**src/rtl/pll_reset_seq.sv**
```systemverilog
// -----------------------------------------------------------------------------
// pll_reset_seq
//
// Brings up a PLL from the free-running reference clock and produces a clean
// reset for the logic the PLL clocks. The sequencer holds the PLL in reset
// for a fixed time, then waits (with a timeout) for LOCK. Once LOCK is seen,
// LOCK must stay high for a number of consecutive cycles before sys_reset is
// released. Losing lock while running restarts the whole sequence and raises
// a one-cycle lock_lost pulse. Lock timeouts are counted in retry_count,
// which saturates at 255.
//
// Ports
//   clk          in   reference clock; everything runs on its rising edge
//   reset        in   synchronous, active-high
//   pll_lock     in   PLL LOCK, asynchronous to clk
//   pll_resetb   out  PLL RESETB, active-low
//   sys_reset    out  active-high reset for the PLL-clocked logic
//   ready        out  high while the PLL is locked and stable
//   lock_lost    out  one-cycle pulse when lock drops while running
//   retry_count  out  number of lock timeouts, saturating at 255
//
// All parameters must lie in [1, 2^24-1].
// -----------------------------------------------------------------------------
module pll_reset_seq #(
  parameter int unsigned RESET_CYCLES  = 12,
  parameter int unsigned LOCK_TIMEOUT  = 1200000,
  parameter int unsigned STABLE_CYCLES = 12000
) (
  input  logic       clk,
  input  logic       reset,
  input  logic       pll_lock,
  output logic       pll_resetb,
  output logic       sys_reset,
  output logic       ready,
  output logic       lock_lost,
  output logic [7:0] retry_count
);

  typedef enum logic [1:0] {
    S_PLLRST = 2'd0,
    S_WAIT   = 2'd1,
    S_STABLE = 2'd2,
    S_RUN    = 2'd3
  } state_t;

  // Terminal counts: the counter holds the number of cycles already spent in
  // the current state, so a state lasting N cycles leaves when it reads N-1.
  localparam logic [23:0] C_RST_LAST    = 24'(RESET_CYCLES - 1);
  localparam logic [23:0] C_TIMEOUT_LAST = 24'(LOCK_TIMEOUT - 1);
  localparam logic [23:0] C_STABLE_LAST = 24'(STABLE_CYCLES - 1);

  state_t      r_state;
  logic [23:0] r_count;
  logic        r_lock_meta;
  logic        r_lock_s;
  logic [7:0]  r_retry;
  logic        r_pll_resetb;
  logic        r_sys_reset;
  logic        r_ready;
  logic        r_lock_lost;

  state_t      w_state_next;
  logic [7:0]  w_retry_next;
  logic        w_lock_lost_next;

  // Next-state decision. Only the synchronized lock_s is ever looked at.
  always_comb begin
    // NOTE: every signal assigned in this block gets a default first, so no
    // path through the case statement can leave it unassigned (no latch).
    w_state_next     = r_state;
    w_retry_next     = r_retry;
    w_lock_lost_next = 1'b0;
    unique case (r_state)
      S_PLLRST: begin
        if (r_count == C_RST_LAST) w_state_next = S_WAIT;
      end
      S_WAIT: begin
        // Lock is tested first, so a lock arriving on the timeout cycle wins
        // and the retry counter is left alone.
        if (r_lock_s) begin
          w_state_next = S_STABLE;
        end else if (r_count == C_TIMEOUT_LAST) begin
          w_state_next = S_PLLRST;
          if (r_retry != 8'hFF) w_retry_next = r_retry + 8'd1;
        end
      end
      S_STABLE: begin
        if (!r_lock_s) begin
          w_state_next = S_WAIT;
        end else if (r_count == C_STABLE_LAST) begin
          w_state_next = S_RUN;
        end
      end
      S_RUN: begin
        if (!r_lock_s) begin
          w_state_next     = S_PLLRST;
          w_lock_lost_next = 1'b1;
        end
      end
      default: w_state_next = S_PLLRST;
    endcase
  end

  // State, counter, synchronizer and registered outputs. Outputs are decoded
  // from the next state so they change on the same edge as the state itself.
  always_ff @(posedge clk) begin
    // NOTE: sequential state uses non-blocking assignments so every register
    // samples the pre-edge values of the others, independent of statement order.
    if (reset) begin
      r_state      <= S_PLLRST;
      r_count      <= '0;
      r_lock_meta  <= 1'b0;
      r_lock_s     <= 1'b0;
      r_retry      <= '0;
      r_pll_resetb <= 1'b0;
      r_sys_reset  <= 1'b1;
      r_ready      <= 1'b0;
      r_lock_lost  <= 1'b0;
    end else begin
      // Two-flop synchronizer for the asynchronous LOCK input.
      r_lock_meta  <= pll_lock;
      r_lock_s     <= r_lock_meta;

      r_state      <= w_state_next;
      r_count      <= (w_state_next != r_state) ? 24'd0 : r_count + 24'd1;
      r_retry      <= w_retry_next;
      r_pll_resetb <= (w_state_next != S_PLLRST);
      r_sys_reset  <= (w_state_next != S_RUN);
      r_ready      <= (w_state_next == S_RUN);
      r_lock_lost  <= w_lock_lost_next;
    end
  end

  assign pll_resetb  = r_pll_resetb;
  assign sys_reset   = r_sys_reset;
  assign ready       = r_ready;
  assign lock_lost   = r_lock_lost;
  assign retry_count = r_retry;

endmodule

```
**config.mk**
```make
export PLATFORM = sky130hd
export DESIGN_NAME = pll_reset_seq
export DESIGN_NICKNAME = d
export VERILOG_FILES = /design/src/rtl/pll_reset_seq.sv
export SDC_FILE = /design/constraint.sdc
export NUM_CORES = 1
export LEC_CHECK = 0
export CAP_MARGIN = 10
export CELL_PAD_IN_SITES_DETAIL_PLACEMENT = 0
export CELL_PAD_IN_SITES_GLOBAL_PLACEMENT = 1
export CORE_MARGIN = 3
export CORE_UTILIZATION = 35
export DETAILED_ROUTE_END_ITERATION = 8
export PLACE_DENSITY = 0.75
export SYNTH_ARGS = -nofsm -noshare
export SYNTH_HDL_FRONTEND = slang
export SYNTH_SLANG_ARGS = --single-unit
```
**constraint.sdc**
```tcl
create_clock -name clk -period 1.84 [get_ports clk]
set_input_delay 0.184 -clock clk [delete_from_list [all_inputs] [get_ports clk]]
set_output_delay 0.184 -clock clk [all_outputs]
set_load 0.05 [all_outputs]
```
==> results.toml <==
[pwr]
p_leak_nw = 0.9197
vdd_ir_drop_max_uv = 268.4
p_per_area_nw_per_um2 = 603.7
fin_total_pwr_mw = 1.493

[yosys]
synth_top_area_share_pct = 42.16
syn_inst = 216
synthesis.area_um2 = 1899
yosysSeqAreaShare_pct = 42.16
ys.flop_type = "dfxtp_1"
ys_warn_count = 0
yosys_register_bits = 40
ys_types = 40
synth_common_cells = "40 x dfxtp_1, 39 x nor2_1, 15 x xnor2_1, 13 x nand3_1, 12 x nand2_1"
synth_most_common_cell = "dfxtp_1"
synth.net_count = 221
synth-edff-count = 0
yosysTopAreaCell = "dfxtp_1"
syn_area_per_cell_um2 = 8.793
async_flop_share_pct = 0
synth_area_leaders = "dfxtp_1 42%, nor2_1 7.7%, xnor2_1 6.9%"

[clock_network]
ctsRootBufferMaster = "clkbuf_8"
cts.sinks = 40
htreeDepth = 2
post_cts_buffers = 0
clk_pin_slew_ps = 80
clockBufferDepth = 2
clk_latency_ps = 290
numCtsBuffers = 5
tritoncts = "done"

[floorplanning]
io_pins = 15
core_um2 = 5172
rows = 26
die_y_um = 79.67
dieArea_um2 = 6347
initial_core_util_pct = 36.72
die_w_um = 79.67

[final_layout]
final_util_pct = 47.82
finalNonFillerCells = 328
synthToLayoutAreaGrowth_pct = 30.24
drive_above_1_share_pct = 23.26
antenna_cells = 0
layout.nets = 262
num-fill-cells = 497

[timing]
clock_skew_ps = 8.401
hold_viol = 0
rsz0062_at_grt = "true"
max_freq_ghz = 0.5751
post-route-period-util_pct = 94.51
post-route-min-period_ps = 1739
worst_pin_slew_ps = 491.1
setup_tns_ps = 0
relSlewSlack_pct = 67.16
finalSetupViolations = 0
drv_slew = 0

[critical_path]
crit_fanout = 6
startpoint_type = "flop"
critPathKind = "flop to flop"
endpoint_kind = "flop"
worstPathArrival_ps = 1930
cp.required_ps = 2030

[global_route]
grt_pass1_vias = 1553
track_usage_pct = 15.03
antenna_found_initial = 0
grt_overflow = 0
grt_pass1_wl_mm = 7.403
grt_max_degree = 14

[detailed_routing]
drtPass1Iterations = 4
postRouteAntennaNets = 0
drt_iter0_markers = 55
via_per_inst = 4.848
vias = 1590
drcViolationCount = 0
wire_per_inst_um = 12.48
wl_mm = 4.092

[place]
dp.cells = 320
dp_hpwl_mm = 2.987
gp_congestion = 0.8224
port_buffers = 14

[status]
status = "finished clean"

[flow_run]
maxCapViolCount = 0

[worst_hold_path]
hold_path_class = "input port to flop"
state kept, by name (all words and copies together), names as in the netlist:
register / cells
r_state: 2
ready: 1
r_lock_s: 1
r_lock_meta: 1
lock_lost: 1
retry_count: 8
pll_resetb: 1
r_count: 24
sys_reset: 1
logic make-up after synthesis:
logic type               synth area share [%]
AND/OR/NAND/NOR                         35.11
flip-flops                              42.16
XOR/XNOR                                11.53
buffers and inverters                   3.689
AO/OA/AOI/OAI                           4.480
multiplexers                            1.713
adder cells (fa/ha/maj)                 1.317
routing by layer:
layer	part of all wire [%]	wire length (um)	track usage (%)
met5	0	0	0
met4	1.5	61	5.155
met3	2.9	120	4.063
met2	46	1899	22.95
met1	49	2011	20.33
worst max-delay path, cell delays in order (launching register included):
cell	delay, ps
dfxtp_4	380
ha_1	230
nand3_1	110
o31ai_2	310
nor3_4	90
and4_1	200
mux2_1	300
per-stage QoR:
stage | area [um2] | hold WS (ps) | setup slack (ps)
6_report | 2474 | 437.6 | 101.0
5_1_grt | 2474 | 430.9 | -11.03
4_1_cts | 2442 | 427.7 | 30.00
3_5_place_dp | 2354 | 442.3 | 15.53
3_3_place_gp | 2354 | 436.0 | 66.18
2_1_floorplan | 1951 | 312.2 | 25.20
placed cells by master, fill, tap and decap left out, types with 2 or more instances in the layout:
cell and n:
o21ai_0 2, nor2b_1 6, nand3_1 12, clkinv_2 2, nor4b_1 3, clkdlybuf4s50_1 14, inv_1 8, and2_1 2
nand2_1 11, and3_1 2, and4_1 5, mux2_1 2, a21oi_1 2, nor2_1 39, buf_4 26, nor4_1 2
nor3_1 10, nor4_2 3, nor4_4 2, dfxtp_1 30, xnor2_1 15, nand4_1 11, clkbuf_8 5, dfxtp_4 2
dfxtp_2 8, xor2_1 10
report_power, final:
group | total [mW] | switching, mW | internal (mW) | leakage, nW
clock network | 0.561 | 0.304 | 0.257 | 0.0453
registers | 0.878 | 0.00810 | 0.870 | 0.328
logic | 0.0538 | 0.0267 | 0.0270 | 0.546
total | 1.49 | 0.338 | 1.15 | 0.920
area by class of cell:
class                   instances  area (um2)  share of cell area [%]
clock buffers                   5       68.82                   2.782
clock inverters                 3       13.76                  0.5564
inverters                       8       30.03                   1.214
multi-input cells             161        1100                   44.46
flip-flops and latches         40       818.3                   33.08
well taps                      70       87.58                   3.541
repair buffers                 41       355.3                   14.37
final timing paths:
check	start	end	slack, ps	cells after the start
setup reg to reg	retry_count[0]	retry_count[4]	100	6
hold reg to reg	r_count[0]	r_count[0]	450	1
hold / removal	pll_lock	r_lock_meta	440	2
setup / recovery	retry_count[0]	retry_count[4]	100	6
repair_timing:
item	in CTS	in global routing
pin swaps	0	1
resized for setup	1	5
endpoints found under the setup margin	7	29
endpoints found under the hold margin	0	0
hold buffers	0	0
(Power assumes the default switching activity.)
